## src/rtl/audio_pkg.sv

```systemverilog
// Shared definitions for the serial-audio receive path: receiver states,
// framing-mode constants and the bit-counter width helper.
package audio_pkg;

   typedef enum logic {
      HUNT = 1'b0,
      RECV = 1'b1
   } rx_state_t;

   localparam int MODE_I2S = 0;
   localparam int MODE_TDM = 1;

   // Width of the in-slot bit counter; never narrower than one bit.
   function automatic int bit_idx_width(input int slot_width);
      return (slot_width > 1) ? $clog2(slot_width) : 1;
   endfunction

endpackage

```

## src/rtl/ws_sync_detect.sv

```systemverilog
// Word-select edge detector. Produces the sync strobe for the selected
// framing mode and, for I2S, the channel announced by the new ws level.
module ws_sync_detect
   import audio_pkg::*;
#(
   parameter int MODE = MODE_I2S
) (
   input  logic sclk_i,
   input  logic rst_i,
   input  logic ws_i,
   output logic sync,
   output logic sync_ch
);

   logic ws_prev;

   // Keep the previously sampled ws level for edge detection.
   always_ff @(posedge sclk_i or posedge rst_i) begin
      if (rst_i) ws_prev <= 1'b0;
      else       ws_prev <= ws_i;
   end

   // I2S syncs on either ws edge (level picks the channel); TDM on rising only.
   always_comb begin
      sync    = 1'b0;
      sync_ch = 1'b0;
      if (MODE == MODE_TDM) begin
         sync = ws_i & ~ws_prev;
      end else begin
         sync    = ws_i ^ ws_prev;
         sync_ch = ws_i;
      end
   end

endmodule

```

## src/rtl/i2s_rx_multi.sv

```systemverilog
// Multi-channel I2S/TDM serial-audio receiver with framing-error detection
// and automatic resynchronisation. Whole frames are published on chan_o with
// a one-cycle valid_o strobe. Optional saturating error counter enabled by
// defining I2S_RX_ERRCNT_EN; otherwise errCnt_o is tied to zero.
module i2s_rx_multi
   import audio_pkg::*;
#(
   parameter int WIDTH      = 16,
   parameter int SLOT_WIDTH = 16,
   parameter int NUM_CH     = 2,
   parameter int MODE       = MODE_I2S
) (
   input  logic                    sclk_i,
   input  logic                    rst_i,
   input  logic                    ws_i,
   input  logic                    sdata_i,
   output logic [NUM_CH*WIDTH-1:0] chan_o,
   output logic                    valid_o,
   output logic                    frameErr_o,
   output logic [7:0]              errCnt_o
);

   localparam int BW = bit_idx_width(SLOT_WIDTH);
   localparam int CW = $clog2(NUM_CH);
   localparam logic [BW-1:0] LAST_BIT  = BW'(SLOT_WIDTH - 1);
   localparam logic [CW-1:0] LAST_CH   = CW'(NUM_CH - 1);
   localparam logic [BW:0]   DATA_BITS = (BW + 1)'(WIDTH);

   if (SLOT_WIDTH < WIDTH) begin : g_bad_slot
      $error("i2s_rx_multi: SLOT_WIDTH must be >= WIDTH");
   end
   if ((MODE == MODE_I2S && NUM_CH != 2) ||
       (MODE == MODE_TDM && (NUM_CH < 2 || NUM_CH > 16))) begin : g_bad_ch
      $error("i2s_rx_multi: NUM_CH not supported for this MODE");
   end

   rx_state_t               state_q, state_d;
   logic [BW-1:0]           bit_q, bit_d;
   logic [CW-1:0]           ch_q, ch_d;
   logic                    full_q, full_d;   // frame received from channel 0 onward
   logic [WIDTH-1:0]        sh_q [NUM_CH];
   logic [WIDTH-1:0]        sh_d [NUM_CH];
   logic [NUM_CH*WIDTH-1:0] frame_d;
   logic                    publish, err, expect_sync;
   logic                    sync, sync_ch;
   logic [CW-1:0]           sync_ch_idx;

   ws_sync_detect #(.MODE(MODE)) u_sync (
      .sclk_i  (sclk_i),
      .rst_i   (rst_i),
      .ws_i    (ws_i),
      .sync    (sync),
      .sync_ch (sync_ch)
   );

   assign sync_ch_idx = CW'(sync_ch);

   // Next-state decode: hunt for sync, receive slots, flag framing errors.
   // NOTE: every output of this block gets a default first so no latch is inferred.
   always_comb begin
      state_d     = state_q;
      bit_d       = bit_q;
      ch_d        = ch_q;
      full_d      = full_q;
      sh_d        = sh_q;
      publish     = 1'b0;
      err         = 1'b0;
      expect_sync = (bit_q == LAST_BIT) && ((MODE == MODE_I2S) || (ch_q == LAST_CH));
      unique case (state_q)
         HUNT: begin
            if (sync) begin
               state_d = RECV;
               bit_d   = '0;
               ch_d    = sync_ch_idx;
               full_d  = (sync_ch_idx == '0);
            end
         end
         RECV: begin
            if (sync != expect_sync) begin
               // Partial frame is abandoned; an unexpected sync is a valid new start.
               err = 1'b1;
               if (sync) begin
                  bit_d  = '0;
                  ch_d   = sync_ch_idx;
                  full_d = (sync_ch_idx == '0);
               end else begin
                  state_d = HUNT;
               end
            end else begin
               if ({1'b0, bit_q} < DATA_BITS)
                  sh_d[ch_q] = (sh_q[ch_q] << 1) | WIDTH'(sdata_i);
               if (bit_q == LAST_BIT) begin
                  bit_d = '0;
                  if (ch_q == LAST_CH) begin
                     ch_d    = '0;
                     full_d  = 1'b1;
                     publish = full_q;
                  end else begin
                     ch_d = ch_q + CW'(1);
                  end
               end else begin
                  bit_d = bit_q + BW'(1);
               end
            end
         end
      endcase
   end

   // Flatten the shift registers (including this edge's bit) for publishing.
   always_comb begin
      frame_d = '0;
      for (int k = 0; k < NUM_CH; k++) frame_d[k*WIDTH +: WIDTH] = sh_d[k];
   end

   // Control state and registered outputs.
   // NOTE: sequential state uses non-blocking assignments; the decode above is blocking.
   always_ff @(posedge sclk_i or posedge rst_i) begin
      if (rst_i) begin
         state_q    <= HUNT;
         bit_q      <= '0;
         ch_q       <= '0;
         full_q     <= 1'b0;
         chan_o     <= '0;
         valid_o    <= 1'b0;
         frameErr_o <= 1'b0;
      end else begin
         state_q    <= state_d;
         bit_q      <= bit_d;
         ch_q       <= ch_d;
         full_q     <= full_d;
         valid_o    <= publish;
         frameErr_o <= err;
         if (publish) chan_o <= frame_d;
      end
   end

   // Channel shift registers.
   // NOTE: no reset here; every slot is fully rewritten before a frame can publish.
   always_ff @(posedge sclk_i) begin
      sh_q <= sh_d;
   end

`ifdef I2S_RX_ERRCNT_EN
   logic [7:0] err_cnt_q;

   // Saturating count of framing errors, updated with frameErr_o.
   always_ff @(posedge sclk_i or posedge rst_i) begin
      if (rst_i)                           err_cnt_q <= '0;
      else if (err && err_cnt_q != 8'hFF)  err_cnt_q <= err_cnt_q + 8'd1;
   end

   assign errCnt_o = err_cnt_q;
`else
   assign errCnt_o = 8'd0;
`endif

endmodule
```

## config.mk

```make
export PLATFORM = sky130hd
export DESIGN_NAME = i2s_rx_multi
export DESIGN_NICKNAME = d
export VERILOG_FILES = /design/src/rtl/audio_pkg.sv /design/src/rtl/ws_sync_detect.sv /design/src/rtl/i2s_rx_multi.sv
export SDC_FILE = /design/constraint.sdc
export NUM_CORES = 1
export LEC_CHECK = 0
export BUFFER_PORTS_ARGS = -buffer_cell sky130_fd_sc_hd__buf_2
export CELL_PAD_IN_SITES_DETAIL_PLACEMENT = 0
export CELL_PAD_IN_SITES_GLOBAL_PLACEMENT = 1
export CORE_MARGIN = 2
export CORE_UTILIZATION = 47
export CTS_BUF_LIST = sky130_fd_sc_hd__clkbuf_8
export CTS_CLUSTER_SIZE = 12
export DETAILED_ROUTE_END_ITERATION = 16
export GPL_TIMING_DRIVEN = 0
export PLACE_DENSITY = 0.89
export SYNTH_ARGS = -nofsm -noshare
export SYNTH_HDL_FRONTEND = slang
export SYNTH_SLANG_ARGS = --single-unit
```

## constraint.sdc

```tcl
create_clock -name sclk_i -period 2.5 [get_ports sclk_i]
set_clock_uncertainty 0.05 [all_clocks]
set_input_delay 0.5 -clock sclk_i [delete_from_list [all_inputs] [get_ports sclk_i]]
set_output_delay 0.5 -clock sclk_i [all_outputs]
set_load 0.02 [all_outputs]
```

Yosys cells after proc, flatten, opt, wreduce, memory -nomap -nowiden
Cells that the tools add are included.
Widths: inputs -> output; s select.
Storage, ports and cells
  register bits after elaboration: 74
  bits of input ports: 4
  output and inout bits: 42
  logic and storage cells: 56
Cells by class
  add/subtract/negate cells: 2
  order comparisons: 2
  equal/unequal tests: 4
  multiplexer cells: 31
  bitwise logic cells: 5
  reduce and logical (&&, ||, !) cells: 2
Operators by type and width (number)
  $mux 32: 2
  $mux 15: 3
  $bwmux 32: 1
  $demux 16 s1: 1
  $mux 1: 16
  $mux 16: 1
  $or 16x1->16: 1
  $mux 4: 3
  $pmux 4 s2: 1
  $ne 3x1->1 const B: 2
  $pmux 1 s2: 3
  $add 4x1->4 const B: 1
  $eq 4x4->1 const B: 1
  $ge 2x2->1 const B: 1
  $lt 2x1->1 const B: 1
  $not 1->1: 2
  $not 1->2: 1
  $reduce_and 2->1: 1
  $add 1x1->1 const B: 1
  $logic_and 1x1->1: 1
  $ne 1x1->1: 1
  $xor 1x1->1: 1

Longest topological paths before layout
Gate-level depths: netlist (run 1).
  depth in word-level cells: 8
  mapped depth: 7
  gate-level depth less buffers: 5

By module
From an unflattened synthesis (run 1), not the netlist that was laid out.
Unflattened totals
  cell total of the unflattened synthesis: 235
  area, all modules: 3266.9 µm²
By module, submodules not included
  i2s_rx_multi: instances 1, cells an instance 231, area each 3221.8 µm²
  ws_sync_detect: instances 1, cells an instance 4, area each 45.0 µm²

Least setup slack after synthesis (run 1)
Ideal clock, no wire load.
  kind: register to register
  start: reg bit_q[0]
  end: reg sh_q[10] in the netlist's numbering
  setup time: 121 ps
  arrival: 1732 ps
  data required time: 2329 ps
  path slack: 597 ps
  stages on the path, launching flop included: 8
  clock period less this slack: 1903 ps
  path through: dfrtp_1 ha_1 nand3_1 xor2_2 and3_2 buf_6 buf_8 mux2_2
RTL lines
  start, declared: RTL line i2s_rx_multi.sv:38  | logic [BW-1:0] bit_q, bit_d;
  start signal, assigned: RTL line i2s_rx_multi.sv:128  | bit_q <= bit_d;
  end signal, assigned: RTL line i2s_rx_multi.sv:140  | sh_q <= sh_d;
  end, declared: RTL line i2s_rx_multi.sv:41  | logic [WIDTH-1:0] sh_q [NUM_CH];

==> flow_metrics.env, run 1 <==
export IMPL_status="finished, final reports clean"
export IMPL_path_cells="ha_1, nand3_1, xor2_2, and3_2, buf_6, buf_8, mux2_2"
export IMPL_die_y_um=80.3
export IMPL_drv_cap=0
export IMPL_dpl_hpwl_mm=3.03
export IMPL_tightest_slew_ns=0.869
export IMPL_cts_root_buf="clkbuf_8"
export IMPL_grt_use_met2_pct=24.8
export IMPL_r2r_start="bit_q[0]$_DFF_PP0_"
export IMPL_startpoint="bit_q[0]$_DFF_PP0_"
export IMPL_dieArea_um2=6450
export IMPL_p_int_w=0.00222
export IMPL_overflow=0
export IMPL_path_buf_inv=2
export IMPL_post_route_period_util_pct=81.3
export IMPL_yosys_register_bits=73
export IMPL_grt_max_degree=43
export IMPL_grtUsageMet1_pct=19.1
export IMPL_seq_area_frac_synth_pct=61.1
export IMPL_n_antenna_cell=0
export IMPL_cts_buffers=9
export IMPL_die_x_um=80.3
export IMPL_clkLatencyLatePin_ns=0.34
export IMPL_slew_viol_final=0
export IMPL_rsz0062_at_grt="false"
export IMPL_grt_pass1_vias=1579
export IMPL_top_usage_layer="met2"
export IMPL_slew_headroom_pct=42.0
export IMPL_slowest_delay_ns=0.41
export IMPL_h_tree_depth=3
export IMPL_cts_setup_buffers=0
export IMPL_comb_power_share_pct=12.9
export IMPL_cts_sinks=73
export IMPL_end_kind="flip-flop"
export IMPL_synthFlopType="dfrtp_1"
export IMPL_net_switching_power_w=0.000718
export IMPL_drc=0
export IMPL_ys_types=27
export IMPL_hold_class="primary input to async pin"
export IMPL_critical_path_class="flip-flop to flip-flop"
export IMPL_use_met3_pct=4.38
export IMPL_holdBufCountCts=0
export IMPL_tns_ns=0
export IMPL_worstPathRequired_ns=2.68
export IMPL_core_um2=5570
export IMPL_avgRoutedWirePerCell_um=13.5
export IMPL_start_util_pct=49.1
export IMPL_finalWeightedCongestion=0.719
export IMPL_power_frac_seq_pct=54.5
export IMPL_synth_area_um2=2740
export IMPL_clock_path_buffers=2
export IMPL_synthCells=189
export IMPL_cpMaxStageDelayCell="dfrtp_1"
export IMPL_synth_edff_count=0
export IMPL_via_per_inst=4.90
export IMPL_nets=249
export IMPL_swShare_pct=24.4
export IMPL_pre_cts_slack_ns=0.262
export IMPL_antenna_found_initial=0
export IMPL_clkTransAtPathRegs_ns=0.07
export IMPL_crit_fanout=9
export IMPL_syn_avg_cell_area_um2=14.5
export IMPL_clock_fmax_mhz=492
export IMPL_fillers=472
export IMPL_cts_tree="yes"
export IMPL_vdd_ir_drop_worst_mv=0.386
export IMPL_post_cts_resized=0
export IMPL_setup_viol=0
export IMPL_num_rows=27
export IMPL_grt_pass1_wl_mm=7.38
export IMPL_start_kind="flip-flop"
export IMPL_crit_family="flip-flops"
export IMPL_yosysWarnings=0
export IMPL_vias=1572
export IMPL_powerDensity_nw_per_um2=904
export IMPL_hold_viol=0
export IMPL_drt_first_pass_iters=4
export IMPL_portBuffers=37
export IMPL_layout_min_cycle_time_ns=2.03
export IMPL_final_setup_worst_slack_ns=0.467
export IMPL_wl_mm=4.32
export IMPL_cp_arrival_ns=2.21
export IMPL_clockPowerShare_pct=32.6
export IMPL_async_reset_ff_share_pct=57.5
export IMPL_ant_nets=0
export IMPL_area_delta_synth_final_pct=18.9
export IMPL_layout_drive_gt1_share_pct=55.4
export IMPL_drt_iter0_markers=18
export IMPL_cellLeakagePower_nw=1.65
export IMPL_track_usage_pct=15.5
export IMPL_num_io_pins=46
[registers in the layout, summed over array words and instances (netlist names)]
signal and cells:
u_sync.ws_prev 1, ch_q 1, chan_o 32, frameErr_o 1, bit_q 4, state_q 1, valid_o 1, sh_q 31
full_q 1
[worst paths after layout]
kind	endpoint	slack, ns	depth (start not counted)
worst max-delay path	sh_q[12]$_DFF_P_	0.47	7
worst min-delay path	bit_q[0]$_DFF_PP0_	0.29	2
min in group sclk_i	u_sync.ws_prev$_DFF_PP0_	0.30	1
max in group asynchronous	bit_q[2]$_DFF_PP0_	1.55	2
worst min register to register	sh_q[14]$_DFF_P_	0.44	1
worst max register to register	sh_q[12]$_DFF_P_	0.47	7
[metrics by stage]
step | power [W] | util, % | instances | hold slack [ns] | area [um2]
2_1_floorplan | 0.00190 | - | 196 | 0.401 | 2760
3_3_place_gp | 0.00198 | 54.5 | 305 | 0.413 | 3040
3_5_place_dp | 0.00202 | 54.5 | 305 | 0.429 | 3040
4_1_cts | 0.00298 | 58.4 | 321 | 0.286 | 3250
5_1_grt | 0.00310 | 58.4 | 321 | 0.293 | 3250
6_report | 0.00294 | 58.4 | 321 | 0.288 | 3250
[Yosys cell counts, types with 2 or more instances]
master / count / share of area, %
a21oi_1: 4 / 0.73
buf_2: 4 / 0.73
buf_4: 8 / 2.2
buf_6: 2 / 0.82
dfrtp_1: 42 / 38
dfxtp_1: 31 / 23
inv_1: 4 / 0.55
mux2_2: 63 / 26
nand3_1: 4 / 0.73
nand4_1: 2 / 0.46
nor2_1: 5 / 0.69
nor3_1: 2 / 0.37
o21ai_0: 3 / 0.55
xor2_2: 2 / 1.2
[cell families after synthesis]
logic type | Yosys count | share of synthesized area [%]
DFF | 73 | 61.1
muxes | 63 | 25.9
and+or+nand+nor | 20 | 4.21
buffers and inverters | 19 | 4.84
AOI/OAI and AO/OA | 9 | 1.87
xor gates and xnor gates | 3 | 1.51
adders and majority gates | 1 | 0.457
other | 1 | 0.137
[metal layers]
layer / part of all wire [%] / up-vias
li1: - / 754
met1: 45 / 772
met2: 48 / 37
met3: 4.4 / 9
met4: 2.4 / 0
met5: 0 / -
[power by group through the flow]
| stage | Clock, W | Sequential (W) | Combinational [W] |
|---|---|---|---|
| after floorplan | 0 | 0.00156 | 0.000339 |
| after global placement | 0 | 0.00161 | 0.000367 |
| after detailed placement | 0 | 0.00163 | 0.000387 |
| after CTS | 0.000986 | 0.00161 | 0.000387 |
| after global routing | 0.00104 | 0.00164 | 0.000425 |
| final | 0.000958 | 0.00160 | 0.000379 |
[layout by cell type, fill, tap and decap left out]
cell        count
ha_1            1
conb_1          8
buf_6           2
or2b_1          1
clkinv_2        1
o22a_1          1
o21ai_0         3
bufinv_16       1
xor2_1          1
buf_8           1
dfrtp_1        42
clkbuf_8       12
buf_2          41
or2b_2          1
a21oi_1         4
dfxtp_1        31
a211oi_1        1
xor2_2          2
buf_4           8
nand2_1         1
inv_2           1
nor2_2          1
and3_2          1
nor3_1          2
nor2_1          5
nand4_1         2
nand3b_2        1
nand3_1         4
mux2_2         63
clkinvlp_4      2
inv_1           3
and4_1          1
[cell type report]
type,count,area [um2],area share (%)
plain buffers,15,118,3.61
clock buffers,12,165,5.07
clock inverters,4,50.0,1.54
inverters,4,15.0,0.461
multi-input cells,104,960,29.5
flip-flops and latches,73,1670,51.4
well taps,72,90.1,2.77
repair buffers,37,185,5.69
[worst register-to-register path: cells and delay by family (launching register included)]
family | cells | cell delay [ns]
xor+xnor | 1 | 0.22
fa+ha+maj | 1 | 0.26
flops | 1 | 0.41
buf+inv | 2 | 0.26
simple gates | 2 | 0.39
mux | 1 | 0.33
Note: power is estimated with default switching activity, not from simulation.
==> run 2, diff against run 1 <==
Settings changed: ABC_AREA set to 1, CORE_UTILIZATION 47 to 43, PLACE_DENSITY 0.89 to 0.9.
Clock period 2.5 ns to 2.1 ns, I/O delays scaled along.
==> run 2 against run 1 <==
Compared with the run above: area after synthesis increased by 27%; final cell count rose by 99%; sequential power increased by 8%; worst hold slack got worse by 0.10 ns; clock power rose by 16%; synthesized cell count rose to 2.5 times the previous value; fmax is 15% higher; critical path depth up 2.
==> flow_metrics.env, run 2 <==
export IMPL_powerDensity_nw_per_um2=907
export IMPL_synth_area_leaders="dfrtp_1 30%, dfxtp_1 18%, nand2_1 16%, nand3_1 9.7%, inv_1 7.6%"
export IMPL_ant_nets=0
export IMPL_cpMaxStageDelayCell="dfrtp_1"
export IMPL_path_cells="ha_1, nand3_2, inv_2, nand2_2, nand2_2, buf_2, nand3_1, nand3_1, nand2_1"
export IMPL_power_w=0.00363
export IMPL_final_setup_worst_slack_ns=0.333
export IMPL_num_rows=32
export IMPL_worstPathRequired_ns=2.27
export IMPL_n_antenna_cell=0
export IMPL_finalWeightedCongestion=0.782
export IMPL_cellLeakagePower_nw=2.43
export IMPL_core_um2=7770
export IMPL_finalInstanceArea_um2=4010
export IMPL_syn_avg_cell_area_um2=7.28
export IMPL_avgRoutedWirePerCell_um=11.5
export IMPL_cp_arrival_ns=1.94
export IMPL_end_kind="flip-flop"
export IMPL_vias=3023
export IMPL_cts_setup_buffers=0
export IMPL_synth_area_um2=3470
export IMPL_crit_family="simple AND/OR/NAND/NOR gates"
export IMPL_synth_most_common_cell="nand2_1"
export IMPL_layout_min_cycle_time_ns=1.77
export IMPL_synth_top_family_by_area="simple AND/OR/NAND/NOR gates"
export IMPL_grt_pass1_wl_mm=12.5
export IMPL_cts_root_buf="clkbuf_8"
export IMPL_drt_iter0_markers=142
export IMPL_dpl_hpwl_mm=4.93
export IMPL_grt_pass1_vias=2811
export IMPL_hold_class="primary input to flip-flop"
export IMPL_grt_max_degree=43
export IMPL_path_buf_inv=2
export IMPL_netlist_area_leader_share_pct=30.3
export IMPL_nets=536
export IMPL_start_kind="flip-flop"
export IMPL_crit_fanout=10
export IMPL_clkLatencyLatePin_ns=0.33
export IMPL_synth_common_cells="146 x nand2_1, 70 x inv_1, 67 x nand3_1"
export IMPL_mostFrequentLayoutCells="146 x nand2_1, 72 x inv_1, 67 x nand3_1, 47 x buf_2, 42 x dfrtp_1"
export IMPL_clock_path_buffers=2
export IMPL_status="finished, final reports clean"
export IMPL_final_common_cell="nand2_1"
export IMPL_seq_area_frac_synth_pct=48.8
export IMPL_synth_mux_area_share_pct=0
export IMPL_synth_top_cell_by_area="dfrtp_1"
export IMPL_hold_viol=0
export IMPL_tightest_slew_ns=0.918
export IMPL_die_x_um=93.8
export IMPL_rsz0062_at_grt="false"
export IMPL_ys_types=22
export IMPL_antenna_found_initial=0
export IMPL_yosysWarnings=0
export IMPL_drv_cap=0
export IMPL_drc=0
export IMPL_wl_mm=7.32
export IMPL_synthFlopType="dfrtp_1"
export IMPL_pre_cts_slack_ns=0.280
export IMPL_placed_cell_area_um2=3800
export IMPL_place_inst=622
export IMPL_yosys_register_bits=74
export IMPL_track_usage_pct=17.9
export IMPL_cts_sinks=74
export IMPL_clkTransAtPathRegs_ns=0.07
export IMPL_critical_path_class="flip-flop to flip-flop"
export IMPL_cts_buffers=9
export IMPL_num_io_pins=46
export IMPL_synthCells=476
export IMPL_top_regs="chan_o (32), sh_q (32), bit_q (4)"
export IMPL_final_cells=638
export IMPL_h_tree_depth=3
export IMPL_setup_viol=0
export IMPL_synth_fa_ha_area_share_pct=0.361
export IMPL_drt_first_pass_iters=4
export IMPL_synth_simple_area_share_pct=30.7
export IMPL_area_delta_synth_final_pct=15.6
export IMPL_synth_edff_count=0
export IMPL_start_util_pct=44.6
export IMPL_fillers=791
export IMPL_synth_xor_area_share_pct=0.253
export IMPL_post_cts_resized=0
export IMPL_vdd_ir_drop_worst_mv=0.473
export IMPL_post_route_period_util_pct=84.1
export IMPL_overflow=0
export IMPL_dieArea_um2=8790
export IMPL_slowest_delay_ns=0.39
export IMPL_synth_compound_area_share_pct=6.32
export IMPL_layout_drive_gt1_share_pct=15.5
export IMPL_cts_tree="yes"
export IMPL_holdBufCountCts=0
export IMPL_clock_fmax_mhz=566
export IMPL_via_per_inst=4.74
export IMPL_portBuffers=37
export IMPL_async_reset_ff_share_pct=56.8
export IMPL_slew_headroom_pct=38.7
export IMPL_die_y_um=93.8
export IMPL_tns_ns=0
export IMPL_slew_viol_final=0
run 2: power breakdown:
group	switching, W	internal (W)
clock network	0.000503	0.000602
registers	0.000109	0.00162
logic	0.000511	0.000286
total	0.00112	0.00251
run 2: logic make-up (layout without fill, tap and decap cells):
| family | count (synthesis) | count (layout) |
|---|---|---|
| AO/OA/AOI/OAI | 42 | 42 |
| adder cells (fa/ha/maj) | 1 | 1 |
| flip-flops | 74 | 74 |
| AND/OR/NAND/NOR | 253 | 253 |
| other | 1 | 8 |
| buffers and inverters | 104 | 157 |
| XOR/XNOR | 1 | 1 |
run 2: area by class of cell:
cell class	instances	area (um2)	share of cell area, %
well taps	102	128	3.19
clock buffers	11	151	3.78
plain buffers	31	193	4.81
flip-flops and latches	74	1690	42.2
clock inverters	5	48.8	1.22
repair buffers	37	185	4.62
inverters	73	274	6.84
multi-input cells	305	1330	33.3
run 2: worst paths after layout:
path	depth (start not counted)	slack, ns	from	to
max in group asynchronous	2	1.19	rst_i	chan_o[12]$_DFFE_PP0P_
min in group asynchronous	2	0.23	rst_i	chan_o[21]$_DFFE_PP0P_
worst min register to register	2	0.42	chan_o[12]$_DFFE_PP0P_	chan_o[12]$_DFFE_PP0P_
worst min-delay path	1	0.19	ws_i	u_sync.ws_prev$_DFF_PP0_
worst max-delay path	9	0.33	bit_q[0]$_DFF_PP0_	chan_o[1]$_DFFE_PP0P_
worst max register to register	9	0.33	bit_q[0]$_DFF_PP0_	chan_o[1]$_DFFE_PP0P_
run 2: metrics by stage:
stage | utilization [%] | hold slack, ns
3_5_place_dp | 49.0 | 0.411
2_1_floorplan | - | 0.401
4_1_cts | 51.6 | 0.178
6_report | 51.6 | 0.188
5_1_grt | 51.6 | 0.189
3_3_place_gp | 49.0 | 0.407
run 2: routing by layer:
| layer | GRT usage, % | share of wire, % |
|---|---|---|
| met1 | 24.4 | 48 |
| met2 | 28.4 | 47 |
| met3 | 3.05 | 4.1 |
| met4 | 6.88 | 1.3 |
| met5 | 0 | 0 |
==> run 3, diff against run 2 <==
Clock period 2.1 ns to 1.8 ns, I/O delays scaled along.
==> run 3 against run 2 <==
Compared with the run above: total power grew 17%; register-to-register slack got worse by 0.25 ns; worst hold slack lost 0.061 ns; core utilization up 1.1 points; count of clock-buffer cells in the layout stayed put; fmax increased by 3.1%; first-iteration DRC count grew 7.0%; worst setup slack lost 0.25 ns; largest power group unchanged; combinational power grew 19%; cell area is 2.2% higher; largest cell class unchanged; sequential share of layout area shrank 0.90 points.
==> flow_metrics.env, run 3 (synthesized netlist as in run 2, its figures left out) <==
export IMPL_path_cells="ha_4, nand3_2, inv_2, nand2_2, nor3_4, buf_4, buf_4, nand3_1, nand2_1"
export IMPL_cp_depth=9
export IMPL_grt_pass1_vias=2811
export IMPL_mostFrequentLayoutCells="145 x nand2_1, 72 x inv_1, 67 x nand3_1, 45 x buf_2, 42 x dfrtp_1"
export IMPL_fin_hold_ws_ns=0.127
export IMPL_post_route_period_util_pct=95.2
export IMPL_status="finished, final reports clean"
export IMPL_powerDensity_nw_per_um2=1040
export IMPL_final_core_util_pct=52.7
export IMPL_clock_fmax_mhz=584
export IMPL_ant_nets=0
export IMPL_dieArea_um2=8790
export IMPL_crit_top_cell="buf_4"
export IMPL_track_usage_pct=17.9
export IMPL_die_x_um=93.8
export IMPL_setup_viol=0
export IMPL_final_setup_worst_slack_ns=0.0869
export IMPL_avgRoutedWirePerCell_um=11.7
export IMPL_cts_root_buf="clkbuf_8"
export IMPL_dpl_hpwl_mm=4.93
export IMPL_cts_tree="yes"
export IMPL_clkLatencyLatePin_ns=0.33
export IMPL_cts_sinks=74
export IMPL_layout_drive_gt1_share_pct=16.9
export IMPL_nets=543
export IMPL_overflow=0
export IMPL_start_util_pct=44.6
export IMPL_top_regs="chan_o (32), sh_q (32), bit_q (4)"
export IMPL_vias=3044
export IMPL_path_buf_inv=3
export IMPL_vdd_ir_drop_worst_mv=0.552
export IMPL_crit_family="simple AND/OR/NAND/NOR gates"
export IMPL_crit_fanout=10
export IMPL_num_io_pins=46
export IMPL_drc=0
export IMPL_cpMaxStageDelayCell="dfrtp_1"
export IMPL_h_tree_depth=3
export IMPL_finalWeightedCongestion=0.782
export IMPL_slowest_delay_ns=0.43
export IMPL_place_inst=622
export IMPL_clkTransAtPathRegs_ns=0.08
export IMPL_core_um2=7770
export IMPL_n_antenna_cell=0
export IMPL_power_w=0.00426
export IMPL_grt_pass1_wl_mm=12.5
export IMPL_start_kind="flip-flop"
export IMPL_tightest_slew_ns=0.907
export IMPL_antenna_found_initial=0
export IMPL_pre_cts_slack_ns=0.0399
export IMPL_worstPathRequired_ns=2.03
export IMPL_drt_iter0_markers=152
export IMPL_hold_class="primary input to flip-flop"
export IMPL_layout_min_cycle_time_ns=1.71
export IMPL_die_y_um=93.8
export IMPL_drv_cap=0
export IMPL_slew_viol_final=0
export IMPL_final_common_cell="nand2_1"
export IMPL_cp_arrival_ns=1.95
export IMPL_portBuffers=37
export IMPL_wl_mm=7.52
export IMPL_final_cells=645
export IMPL_ff_latch_area_um2=1690
export IMPL_reg2reg_depth=9
export IMPL_num_rows=32
export IMPL_cellLeakagePower_nw=2.47
export IMPL_fillers=785
export IMPL_hold_viol=0
export IMPL_critical_path_class="flip-flop to flip-flop"
export IMPL_via_per_inst=4.72
export IMPL_drt_first_pass_iters=4
export IMPL_cts_buffers=9
export IMPL_multi_input_area_um2=1350
export IMPL_slew_headroom_pct=39.5
export IMPL_clock_path_buffers=2
export IMPL_end_kind="flip-flop"
export IMPL_area_delta_synth_final_pct=18.1
export IMPL_grt_max_degree=43
export IMPL_hold_path_cell_count=1
-- run 3: cell types whose count changed in the layout (fill, tap and decap cells not counted) --
cell / change
nand2_2: +1
clkbuf_4: +2
buf_4: +5
buf_8: +2
buf_2: -2
ha_4: +1
nand2_1: -1
ha_1: -1
-- run 3: metal layers --
| metal | vias to the layer above | track usage (%) | wire length (um) |
|---|---|---|---|
| met5 | - | 0 | 0 |
| met4 | 0 | 6.88 | 119 |
| met3 | 11 | 3.05 | 265 |
| met2 | 61 | 28.4 | 3540 |
| met1 | 1400 | 24.4 | 3590 |
| li1 | 1572 | - | - |
-- run 3: path summary, 6_finish.rpt --
kind	start	end	slack [ns]
worst min-delay path	ws_i	u_sync.ws_prev$_DFF_PP0_	0.13
worst max register to register	bit_q[1]$_DFF_PP0_	chan_o[30]$_DFFE_PP0P_	0.09
max in group asynchronous	rst_i	chan_o[12]$_DFFE_PP0P_	0.97
worst max-delay path	bit_q[1]$_DFF_PP0_	chan_o[30]$_DFFE_PP0P_	0.09
worst min register to register	chan_o[12]$_DFFE_PP0P_	chan_o[12]$_DFFE_PP0P_	0.42
min in group asynchronous	rst_i	chan_o[21]$_DFFE_PP0P_	0.17
-- run 3: layout make-up --
class	count	share of cell area, %
multi-input cells	305	33.0
clock buffers	11	3.70
well taps	102	3.12
repair buffers	44	5.75
clock inverters	5	1.19
inverters	73	6.70
plain buffers	31	5.26
flip-flops and latches	74	41.3
-- run 3: through the flow --
| step | TNS, ns | area, um2 |
|---|---|---|
| finish | 0 | 4090 |
| global route | -0.0882 | 4090 |
| CTS | 0 | 4010 |
| detailed placement | 0 | 3800 |
| global placement | -7.86 | 3800 |
| floorplan | 0 | 3490 |
-- run 3: what timing repair did --
item                                    in CTS  in global routing
hold buffers                                 0                  0
endpoints found under the setup margin       0                 60
buffers inserted                             0                  6
gates resized for setup                      0                 11
-- run 3: where the power goes --
group	switching [W]	total (W)	internal, W
registers	0.000131	0.00202	0.00189
clock network	0.000592	0.00129	0.000702
logic	0.000602	0.000944	0.000342
total	0.00132	0.00426	0.00294
